File: src/rtl/dispatch_stage.sv
// dispatch_stage: single-entry dispatch buffer between decode and issue.
// Takes one decoded instruction per cycle, renames it (ROB slot and rd
// mapping) and resolves operands from the register file, the ROB or
// the CDB. It holds the instruction until the reservation station (RS)
// or the load/store queue (LSQ) takes it. Pending operands keep
// snooping the CDB while held.
// Ports:
//   clk_in, rst_in (async, active-low), rdy_in (global enable), flush_in
//   dec_*      : decoder handshake and decoded fields
//   reg_*      : register-file lookup, results and rename write of rd
//   rob_*      : ROB allocation, status and operand lookup
//   cdb_*      : CDB_N broadcast channels, packed with channel 0 in the LSBs
//   rs_*/lsq_* : issue handshakes
//   vj/vk/qj/qk/rj/rk/type/imm/dest/pc_out : issue payload
module dispatch_stage #(
    parameter int DATA_W = 32,
    parameter int REG_W  = 5,
    parameter int ROB_W  = 4,
    parameter int TYPE_W = 6,
    parameter int CDB_N  = 2,
    parameter int LS_LO  = 10,
    parameter int LS_HI  = 17
) (
    input  logic                      clk_in,
    input  logic                      rst_in,
    input  logic                      rdy_in,
    input  logic                      flush_in,
    input  logic                      dec_valid_in,
    output logic                      dec_ready_out,
    input  logic [TYPE_W-1:0]         dec_type_in,
    input  logic [REG_W-1:0]          dec_rs1_in,
    input  logic [REG_W-1:0]          dec_rs2_in,
    input  logic [REG_W-1:0]          dec_rd_in,
    input  logic [DATA_W-1:0]         dec_imm_in,
    input  logic [DATA_W-1:0]         dec_pc_in,
    output logic [REG_W-1:0]          reg_rs1_out,
    output logic [REG_W-1:0]          reg_rs2_out,
    input  logic [DATA_W-1:0]         reg_rs1_data_in,
    input  logic                      reg_rs1_busy_in,
    input  logic [ROB_W-1:0]          reg_rs1_robnum_in,
    input  logic [DATA_W-1:0]         reg_rs2_data_in,
    input  logic                      reg_rs2_busy_in,
    input  logic [ROB_W-1:0]          reg_rs2_robnum_in,
    output logic                      reg_en_out,
    output logic [REG_W-1:0]          reg_rd_out,
    output logic [ROB_W-1:0]          reg_rd_robnum_out,
    input  logic                      rob_full_in,
    input  logic [ROB_W-1:0]          rob_idle_pos_in,
    output logic                      rob_en_out,
    output logic [TYPE_W-1:0]         rob_type_out,
    output logic [DATA_W-1:0]         rob_pc_out,
    output logic [REG_W-1:0]          rob_rd_out,
    output logic [ROB_W-1:0]          rob_rs1_out,
    output logic [ROB_W-1:0]          rob_rs2_out,
    input  logic                      rob_rs1_rdy_in,
    input  logic [DATA_W-1:0]         rob_rs1_data_in,
    input  logic                      rob_rs2_rdy_in,
    input  logic [DATA_W-1:0]         rob_rs2_data_in,
    input  logic [CDB_N-1:0]          cdb_valid_in,
    input  logic [CDB_N*ROB_W-1:0]    cdb_tag_in,
    input  logic [CDB_N*DATA_W-1:0]   cdb_data_in,
    output logic                      rs_valid_out,
    input  logic                      rs_ready_in,
    output logic                      lsq_valid_out,
    input  logic                      lsq_ready_in,
    output logic [DATA_W-1:0]         vj_out,
    output logic [DATA_W-1:0]         vk_out,
    output logic [ROB_W-1:0]          qj_out,
    output logic [ROB_W-1:0]          qk_out,
    output logic                      rj_out,
    output logic                      rk_out,
    output logic [TYPE_W-1:0]         type_out,
    output logic [DATA_W-1:0]         imm_out,
    output logic [ROB_W-1:0]          dest_out,
    output logic [DATA_W-1:0]         pc_out
);

    typedef enum logic [0:0] {ST_EMPTY = 1'b0, ST_FULL = 1'b1} state_t;

    // Operand: value, producer tag, pending flag. A pending operand has v = 0;
    // a resolved operand has q = 0.
    typedef struct packed {
        logic [DATA_W-1:0] v;
        logic [ROB_W-1:0]  q;
        logic              r;
    } opnd_t;

    typedef struct packed {
        logic              hit;
        logic [DATA_W-1:0] data;
    } cdb_hit_t;

    localparam logic [TYPE_W-1:0] LS_LO_T = TYPE_W'(LS_LO);
    localparam logic [TYPE_W-1:0] LS_HI_T = TYPE_W'(LS_HI);

    // The CDB is searched from the highest channel down, so the lowest
    // matching channel is written last and wins.
    function automatic cdb_hit_t cdb_match(
        input logic [ROB_W-1:0]        tag,
        input logic [CDB_N-1:0]        vld,
        input logic [CDB_N*ROB_W-1:0]  tags,
        input logic [CDB_N*DATA_W-1:0] datas
    );
        cdb_hit_t res;
        logic     m;
        res = '0;
        for (int i = CDB_N - 1; i >= 0; i--) begin
            m        = vld[i] && (tags[i*ROB_W +: ROB_W] == tag);
            res.hit  = res.hit | m;
            res.data = m ? datas[i*DATA_W +: DATA_W] : res.data;
        end
        return res;
    endfunction

    // Resolves an operand at accept time. Register x0 is hard zero. After that
    // the sources are tried in order: register file, ROB, then a CDB hit on the
    // producer tag.
    function automatic opnd_t resolve(
        input logic [REG_W-1:0]  idx,
        input logic              busy,
        input logic [DATA_W-1:0] rf_data,
        input logic [ROB_W-1:0]  robnum,
        input logic              rob_rdy,
        input logic [DATA_W-1:0] rob_data,
        input cdb_hit_t          hit
    );
        opnd_t o;
        o = '0;
        if (idx == '0) begin
            o = '0;
        end else if (!busy) begin
            o.v = rf_data;
        end else if (rob_rdy) begin
            o.v = rob_data;
        end else if (hit.hit) begin
            o.v = hit.data;
        end else begin
            o.r = 1'b1;
            o.q = robnum;
        end
        return o;
    endfunction

    state_t            state_r, state_nxt_s;
    logic [TYPE_W-1:0] type_r, type_nxt_s;
    logic [DATA_W-1:0] imm_r, imm_nxt_s;
    logic [DATA_W-1:0] pc_r, pc_nxt_s;
    logic [ROB_W-1:0]  dest_r, dest_nxt_s;
    opnd_t             opj_r, opj_nxt_s, opj_mrg_s;
    opnd_t             opk_r, opk_nxt_s, opk_mrg_s;
    cdb_hit_t          hit1_s, hit2_s, hitj_s, hitk_s;
    logic              is_ls_s, issue_vld_s, fire_s, accept_s;

    // Handshake, issue qualification and pass-through lookup/allocation ports.
    assign is_ls_s       = (type_r >= LS_LO_T) && (type_r <= LS_HI_T);
    assign issue_vld_s   = (state_r == ST_FULL) && rdy_in && !flush_in;
    assign fire_s        = issue_vld_s && (is_ls_s ? lsq_ready_in : rs_ready_in);
    assign dec_ready_out = rdy_in && !flush_in && !rob_full_in
                           && ((state_r == ST_EMPTY) || fire_s);
    assign accept_s      = dec_valid_in && dec_ready_out;

    assign rs_valid_out      = issue_vld_s && !is_ls_s;
    assign lsq_valid_out     = issue_vld_s && is_ls_s;
    assign rob_en_out        = accept_s;
    assign reg_en_out        = accept_s && (dec_rd_in != '0);
    assign reg_rs1_out       = dec_rs1_in;
    assign reg_rs2_out       = dec_rs2_in;
    assign rob_rs1_out       = reg_rs1_robnum_in;
    assign rob_rs2_out       = reg_rs2_robnum_in;
    assign reg_rd_out        = dec_rd_in;
    assign reg_rd_robnum_out = rob_idle_pos_in;
    assign rob_type_out      = dec_type_in;
    assign rob_pc_out        = dec_pc_in;
    assign rob_rd_out        = dec_rd_in;

    // Payload: held operands with a same-cycle CDB hit merged in.
    assign vj_out   = opj_mrg_s.v;
    assign qj_out   = opj_mrg_s.q;
    assign rj_out   = opj_mrg_s.r;
    assign vk_out   = opk_mrg_s.v;
    assign qk_out   = opk_mrg_s.q;
    assign rk_out   = opk_mrg_s.r;
    assign type_out = type_r;
    assign imm_out  = imm_r;
    assign dest_out = dest_r;
    assign pc_out   = pc_r;

    // CDB lookups for the incoming operands and for the held pending ones.
    always_comb begin
        hit1_s = cdb_match(reg_rs1_robnum_in, cdb_valid_in, cdb_tag_in, cdb_data_in);
        hit2_s = cdb_match(reg_rs2_robnum_in, cdb_valid_in, cdb_tag_in, cdb_data_in);
        hitj_s = cdb_match(opj_r.q, cdb_valid_in, cdb_tag_in, cdb_data_in);
        hitk_s = cdb_match(opk_r.q, cdb_valid_in, cdb_tag_in, cdb_data_in);
    end

    // Merge a current-cycle broadcast into pending held operands.
    always_comb begin
        opj_mrg_s = opj_r;
        opk_mrg_s = opk_r;
        if (opj_r.r && hitj_s.hit) begin
            opj_mrg_s = '{v: hitj_s.data, q: '0, r: 1'b0};
        end else begin
            opj_mrg_s = opj_r;
        end
        if (opk_r.r && hitk_s.hit) begin
            opk_mrg_s = '{v: hitk_s.data, q: '0, r: 1'b0};
        end else begin
            opk_mrg_s = opk_r;
        end
    end

    // Next state: flush wins, then accept (which also covers a same-cycle
    // fire), then fire alone empties the slot; otherwise keep snooping.
    always_comb begin
        state_nxt_s = state_r;
        type_nxt_s  = type_r;
        imm_nxt_s   = imm_r;
        pc_nxt_s    = pc_r;
        dest_nxt_s  = dest_r;
        opj_nxt_s   = opj_r;
        opk_nxt_s   = opk_r;
        if (flush_in || (fire_s && !accept_s)) begin
            state_nxt_s = ST_EMPTY;
            type_nxt_s  = '0;
            imm_nxt_s   = '0;
            pc_nxt_s    = '0;
            dest_nxt_s  = '0;
            opj_nxt_s   = '0;
            opk_nxt_s   = '0;
        end else if (accept_s) begin
            state_nxt_s = ST_FULL;
            type_nxt_s  = dec_type_in;
            imm_nxt_s   = dec_imm_in;
            pc_nxt_s    = dec_pc_in;
            dest_nxt_s  = rob_idle_pos_in;
            opj_nxt_s   = resolve(dec_rs1_in, reg_rs1_busy_in, reg_rs1_data_in,
                                  reg_rs1_robnum_in, rob_rs1_rdy_in, rob_rs1_data_in, hit1_s);
            opk_nxt_s   = resolve(dec_rs2_in, reg_rs2_busy_in, reg_rs2_data_in,
                                  reg_rs2_robnum_in, rob_rs2_rdy_in, rob_rs2_data_in, hit2_s);
        end else if ((state_r == ST_FULL) && rdy_in) begin
            opj_nxt_s = opj_mrg_s;
            opk_nxt_s = opk_mrg_s;
        end else begin
            opj_nxt_s = opj_r;
            opk_nxt_s = opk_r;
        end
    end

    // State and held-instruction registers.
    always_ff @(posedge clk_in or negedge rst_in) begin
        if (!rst_in) begin
            state_r <= ST_EMPTY;
            type_r  <= '0;
            imm_r   <= '0;
            pc_r    <= '0;
            dest_r  <= '0;
            opj_r   <= '0;
            opk_r   <= '0;
        end else begin
            state_r <= state_nxt_s;
            type_r  <= type_nxt_s;
            imm_r   <= imm_nxt_s;
            pc_r    <= pc_nxt_s;
            dest_r  <= dest_nxt_s;
            opj_r   <= opj_nxt_s;
            opk_r   <= opk_nxt_s;
        end
    end

endmodule

File: config.mk
export PLATFORM = sky130hd
export DESIGN_NAME = dispatch_stage
export DESIGN_NICKNAME = d
export VERILOG_FILES = /design/src/rtl/dispatch_stage.sv
export SDC_FILE = /design/constraint.sdc
export NUM_CORES = 1
export LEC_CHECK = 0
export ABC_AREA = 0
export BUFFER_PORTS_ARGS = -buffer_cell sky130_fd_sc_hd__buf_2
export CORE_AREA = 2 2 209 211
export DETAILED_ROUTE_END_ITERATION = 7
export DIE_AREA = 0 0 211 213
export MAX_ROUTING_LAYER = met4
export SYNTH_ARGS = -nofsm -noshare
export SYNTH_HDL_FRONTEND = slang
export SYNTH_SLANG_ARGS = --single-unit
File: constraint.sdc
create_clock -name clk_in -period 4.84 [get_ports clk_in]
set_input_delay 1.452 -clock clk_in [delete_from_list [all_inputs] [get_ports clk_in]]
set_output_delay 1.452 -clock clk_in [all_outputs]
set_load 0.05 [all_outputs]
==> impl_metrics.env, run 1 <==
export IMPL_synth_main_ff_cell="dfrtp_1"
export IMPL_drt_first_iter_violations=1012
export IMPL_final_util=0.324
export IMPL_fp_dieH_microns=213
export IMPL_avgRoutedWirePerCell_microns=24.4
export IMPL_dr_pass1_iters=5
export IMPL_crit_type="in2out"
export IMPL_syn2layout_area_growth_pct=36.0
export IMPL_drc_errors=0
export IMPL_synthAdderAreaFrac=0
export IMPL_r2r_slack_ns=1.34
export IMPL_clkSinkCount=149
export IMPL_core_area_sq_um=42700
export IMPL_yosysSeqAreaShare=0.366
export IMPL_cp_data_arrival_time_ns=3.25
export IMPL_drive_gt1_frac=0.421
export IMPL_grt_overflow=0
export IMPL_cp_data_required_time_ns=3.39
export IMPL_nets=1878
export IMPL_pin_count=534
export IMPL_initial_core_util=0.238
export IMPL_netlist_top_cells_area="dfrtp_1 37%, a22o_1 6.4%, buf_4 5.2%, nand2_1 5.1%, o211ai_1 4.6%"
export IMPL_met2_usage=0.383
export IMPL_synth_cell_types=52
export IMPL_htree_levels=4
export IMPL_fin_crit_ns=4.70
export IMPL_yosys_warnings=0
export IMPL_fp_row_count=76
export IMPL_vias_per_cell=5.43
export IMPL_grt_use_total=0.232
export IMPL_routabilityCongestion=0.953
export IMPL_cts_hold_buf=0
export IMPL_antenna_found_initial=17
export IMPL_synth_top_family_by_area="compound AO/OA/AOI/OAI gates"
export IMPL_synth_top_area_cell="dfrtp_1"
export IMPL_r2r_start="type_out[2]$_DFFE_PN0P_"
export IMPL_clock_latency_ns=0.45
export IMPL_dp_hpwl_microns=39400
export IMPL_setup_viol=0
export IMPL_drtAntennaViolNets=0
export IMPL_grt_pass1_wl_microns=74500
export IMPL_rsz0062_at_grt="false"
export IMPL_synth_seq_cells=149
export IMPL_rr_endpoint="imm_out[18]$_DFFE_PN0P_"
export IMPL_die_w_microns=211
export IMPL_met3_usage=0.0585
export IMPL_synth_top_cell_area_share=0.366
export IMPL_routed_wl_microns=52200
export IMPL_clk_pin_slew_ns=0.06
export IMPL_cp_max_fo=18
export IMPL_mappedNetlistArea_sq_um=10200
export IMPL_startpoint_type="input pin"
export IMPL_worstSetupEndpointType="output port"
export IMPL_die_area_sq_um=44900
export IMPL_skew_ns=0.00902
export IMPL_cts_root_buf="clkbuf_16"
export IMPL_min_path_type="reg2reg"
export IMPL_portBuffers=533
export IMPL_finalSetupTns_ns=0
export IMPL_grt_pass1_vias=11700
export IMPL_postSynthCellCount=1151
export IMPL_synthesis_nets=1462
export IMPL_outcome="complete, no violations"
export IMPL_period_share=0.972
export IMPL_cts_buffers=17
export IMPL_avgSynthCellArea_sq_um=8.84
export IMPL_hold_violations=0
export IMPL_use_met1=0.264
export IMPL_power_leakage_uw=0.00676
export IMPL_cts_tree="done"
export IMPL_synth_edf_count=0
export IMPL_r2r_cells=9
export IMPL_synthArstFlopShare=1.00
export IMPL_slew_violations=0
export IMPL_max_cap_violations=0
export IMPL_hp_start="imm_out[5]$_DFFE_PN0P_"
export IMPL_grt_busiest_layer="met2"
export IMPL_tightest_slew_ns=1.01
export IMPL_multi_input_area_sq_um=5290
export IMPL_fmax_ghz=0.213
export IMPL_muxShareOfSynthArea=0.00320
export IMPL_regArea_sq_um=3730
export IMPL_synthSimpleGateAreaFrac=0.177
export IMPL_num_vias=11600
export IMPL_power_density_nw_per_um2=266
export IMPL_hold_end="imm_out[5]$_DFFE_PN0P_"
export IMPL_grt_max_degree=78
export IMPL_synth_xor_area_share=0.0275
export IMPL_min_path_cells=1
export IMPL_final_common_cell="buf_2"
export IMPL_synth_compound_area_frac=0.300
export IMPL_nFillCells=4556
export IMPL_final_cell_mix="527 x buf_2, 149 x dfrtp_1, 138 x nand2_1"
export IMPL_clockBufferDepth=2
export IMPL_maxSlewHeadroom=0.328
export IMPL_vdd_ir_drop_max_uv=205
==> cells in the mapped netlist, types with 29 or more instances <==
master / number
buf_4: 70
a221o_1: 33
a311oi_1: 30
or3_1: 65
o221ai_1: 31
a22o_1: 74
o221a_2: 33
nand2_1: 139
nor4_1: 29
inv_1: 75
o211ai_1: 62
dfrtp_1: 149
or4_1: 33
o2111ai_1: 35
clkbuf_1: 95
a21oi_1: 33
nor2_1: 40
==> state kept, by name, indices dropped and copies added (netlist names) <==
| register | count |
|---|---|
| opj_r | 37 |
| imm_out | 32 |
| dest_out | 4 |
| state_r | 1 |
| pc_out | 32 |
| opk_r | 37 |
| type_out | 6 |
==> cells by family after synthesis <==
group                     after synthesis
AOI/OAI and AO/OA                     361
xor gates and xnor gates               32
buffers and inverters                 258
DFF                                   149
muxes                                   3
and+or+nand+nor                       348
==> worst max-delay path, stage by stage <==
cell,delay (ns)
buf_2,0.13
xnor2_1,0.15
nand3_1,0.12
or2_2,0.36
nand2_1,0.13
buf_12,0.19
buf_12,0.15
o221ai_1,0.14
inv_1,0.13
buf_2,0.27
==> through the flow <==
stage / setup WS (ns) / hold slack (ns) / total power, uW / cell area (sq um) / cells
floorplan: 0.0302 / 0.467 / 1890 / 10200 / 1151
global placement: 0.0184 / 0.478 / 2260 / 13200 / 2092
detailed placement: 0.0532 / 0.476 / 2270 / 13200 / 2092
CTS: 0.0437 / 0.498 / 3720 / 13800 / 2123
global route: 0.0290 / 0.507 / 3820 / 13800 / 2142
finish: 0.138 / 0.492 / 3670 / 13800 / 2142
==> power breakdown <==
| group | total (uW) | internal, uW | switching (uW) |
|---|---|---|---|
| Combinational | 934 | 267 | 667 |
| Clock | 1430 | 818 | 609 |
| Sequential | 1310 | 1290 | 26.2 |
==> worst max-delay path by stage <==
stage | slack, ns | cells after the start | to | startpoint
after floorplan | 0.03 | 8 | vj_out[25] | cdb_tag_in[2]
after global placement | 0.02 | 8 | vk_out[3] | cdb_tag_in[1]
after detailed placement | 0.05 | 8 | vk_out[3] | cdb_tag_in[1]
after CTS | 0.04 | 8 | vk_out[3] | cdb_tag_in[1]
after global routing | 0.03 | 9 | vj_out[10] | cdb_tag_in[2]
final | 0.14 | 10 | vj_out[1] | cdb_tag_in[2]
==> what timing repair did <==
item | in CTS | in global routing
hold endpoints to repair | 0 | 0
endpoints found under the setup margin | 0 | 4
gates resized for setup | 0 | 0
buffers inserted | 0 | 2
==> layout make-up <==
| cell class | count | area share |
|---|---|---|
| inverter | 75 | 0.0204 |
| clock inverter | 13 | 0.0124 |
| timing repair buffer | 580 | 0.231 |
| multi-input combinational | 744 | 0.383 |
| clock buffer | 18 | 0.0310 |
| tap | 546 | 0.0494 |
| antenna | 17 | 0.00308 |
| sequential | 149 | 0.270 |
==> routing by layer <==
metal  up-vias  share of wire
met4         0          0.037
met3        96          0.086
met5         -              0
met2       703           0.49
met1      5634           0.39
li1       5195              -
Power figures use the tool's default switching activity.
==> inputs of run 2 (changes only) <==
- CELL_PAD_IN_SITES_DETAIL_PLACEMENT: default -> 1
- CELL_PAD_IN_SITES_GLOBAL_PLACEMENT: default -> 1
- CORE_AREA: 2 2 209 211 -> 2 2 207 209
- DIE_AREA: 0 0 211 213 -> 0 0 209 211
- PLACE_DENSITY_LB_ADDON: default -> 0.1
==> run 2 against run 1 <==
Effect of this change: hold slack improved by 0.0068 ns; setup slack got worse by 0.082 ns; maximum frequency down 1.7%; highest routed layer unchanged; register-to-register slack improved by 0.18 ns; sequential power hardly changed; power rose by 0.49%; core utilization is 0.57 points higher; largest power group unchanged; clock-buffer cell count unchanged; via count decreased by 2.2%; largest cell class unchanged; cell area down 0.46%.
==> impl_metrics.env, run 2 (synthesized netlist as in run 1, its figures left out) <==
export IMPL_outcome="complete, no violations"
export IMPL_drt_first_iter_violations=687
export IMPL_grt_pass1_vias=12000
export IMPL_clock_latency_ns=0.47
export IMPL_clk_pin_slew_ns=0.06
export IMPL_grt_pass1_wl_microns=81400
export IMPL_skew_ns=0.0154
export IMPL_syn2layout_area_growth_pct=35.3
export IMPL_pin_count=534
export IMPL_fin_crit_ns=4.78
export IMPL_final_cell_mix="527 x buf_2, 149 x dfrtp_1, 137 x nand2_1"
export IMPL_final_util=0.330
export IMPL_regArea_sq_um=3730
export IMPL_dp_hpwl_microns=40500
export IMPL_grt_max_degree=109
export IMPL_startpoint_type="input pin"
export IMPL_nets=1869
export IMPL_clkSinkCount=149
export IMPL_final_common_cell="buf_2"
export IMPL_period_share=0.989
export IMPL_top_regs="opj_r: 37 flops, opk_r: 37 flops"
export IMPL_maxSlewHeadroom=0.339
export IMPL_crit_top_cell="buf_2"
export IMPL_tightest_slew_ns=0.991
export IMPL_vias_per_cell=5.33
export IMPL_routabilityCongestion=0.894
export IMPL_fp_dieH_microns=211
export IMPL_post_dp_cell_area_sq_um=13100
export IMPL_cts_buffers=17
export IMPL_portBuffers=533
export IMPL_setup_viol=0
export IMPL_routed_wl_microns=55900
export IMPL_cp_data_required_time_ns=3.39
export IMPL_cts_resized=0
export IMPL_drc_errors=0
export IMPL_use_met1=0.300
export IMPL_die_w_microns=209
export IMPL_drive_gt1_frac=0.423
export IMPL_slowest_stage="buf_2"
export IMPL_grt_busiest_layer="met2"
export IMPL_worstSetupEndpointType="output port"
export IMPL_num_vias=11400
export IMPL_htree_levels=4
export IMPL_fp_row_count=75
export IMPL_met2_usage=0.426
export IMPL_slew_violations=0
export IMPL_antenna_found_initial=26
export IMPL_cts_setup_buffers=0
export IMPL_grt_overflow=0
export IMPL_hold_violations=0
export IMPL_die_area_sq_um=44100
export IMPL_cpPeakStageDelay_ns=0.27
export IMPL_drtAntennaViolNets=0
export IMPL_cp_max_fo=18
export IMPL_crit_type="in2out"
export IMPL_crit_family="buffers and inverters"
export IMPL_grt_use_total=0.258
export IMPL_core_area_sq_um=41800
export IMPL_stdcell_area_sq_um=13800
export IMPL_cts_root_buf="clkbuf_16"
export IMPL_met3_usage=0.0656
export IMPL_crit_chain="buf_2 > xor2_1 > nor3_2 > nand4_1 > buf_12 > nand2_2 > buf_4 > o221a_2 > buf_2"
export IMPL_finalSetupTns_ns=0
export IMPL_clockBufferDepth=2
export IMPL_dr_pass1_iters=5
export IMPL_power_density_nw_per_um2=268
export IMPL_cts_hold_buf=0
export IMPL_vdd_ir_drop_max_uv=197
export IMPL_rsz0062_at_grt="false"
export IMPL_initial_core_util=0.244
export IMPL_max_cap_violations=0
export IMPL_avgRoutedWirePerCell_microns=26.2
export IMPL_power_leakage_uw=0.00671
export IMPL_worst_path_buf_inv=4
export IMPL_multi_input_area_sq_um=5320
export IMPL_cts_tree="done"
export IMPL_fmax_ghz=0.209
export IMPL_min_path_type="reg2reg"
export IMPL_nFillCells=5030
export IMPL_cp_data_arrival_time_ns=3.33
[run 2: changes by cell type in the layout (fill, tap and decap cells not counted), sizes merged, moves of 2 or more]
cell / previous run / this run
buf: 580 / 570
diode: 17 / 25
clkinv: 4 / 1
inv: 80 / 83
clkinvlp: 1 / 3
[run 2: worst reg2reg max path, stage by stage, from the launching register on]
cell and delay [ns]:
dfrtp_1 0.40, or4b_1 0.56, o21a_1 0.16, o2111a_1 0.30
or4_2 0.95, buf_4 0.34, a311oi_1 0.37, a221o_1 0.16
[run 2: worst paths after layout]
kind                                          from                       to  slack, ns  cells past startpoint
max                                  cdb_tag_in[6]               vk_out[30]       0.06                      9
min                         imm_out[9]$_DFFE_PN0P_   imm_out[9]$_DFFE_PN0P_       0.50                      1
max reg2reg                type_out[2]$_DFFE_PN0P_     opk_r[5]$_DFFE_PN0P_       1.52                      7
min reg2reg                 imm_out[9]$_DFFE_PN0P_   imm_out[9]$_DFFE_PN0P_       0.50                      1
max in group asynchronous                   rst_in  type_out[2]$_DFFE_PN0P_       2.85                      2
min in group asynchronous                   rst_in    opj_r[20]$_DFFE_PN0P_       0.91                      1
[run 2: per-stage QoR]
stage / power (uW) / hold slack (ns) / instances / setup WS (ns)
CTS: 3740 / 0.502 / 2110 / 0.00400
global route: 3850 / 0.513 / 2135 / 0.00152
finish: 3690 / 0.498 / 2135 / 0.0557
detailed placement: 2270 / 0.478 / 2078 / 0.0171
global placement: 2270 / 0.479 / 2078 / 0.0370
floorplan: 1890 / 0.467 / 1151 / 0.0302
[run 2: power by group]
part | internal, uW | switching [uW]
combinational | 264 | 669
sequential | 1290 | 25.5
clock | 789 | 659
total | 2340 | 1350
[run 2: final cells by class]
class                      instances  share of cell area
antenna                           25             0.00454
clock buffer                      18              0.0319
clock inverter                    14              0.0118
inverter                          75              0.0204
multi-input combinational        744               0.387
sequential                       149               0.271
tap                              539              0.0490
timing repair buffer             571               0.225
[run 2: layer usage]
layer | routed length (microns) | up-vias
met2 | 27300 | 455
met3 | 3470 | 79
met4 | 1690 | 0
li1 | - | 5182
met5 | 0 | -
met1 | 23400 | 5656
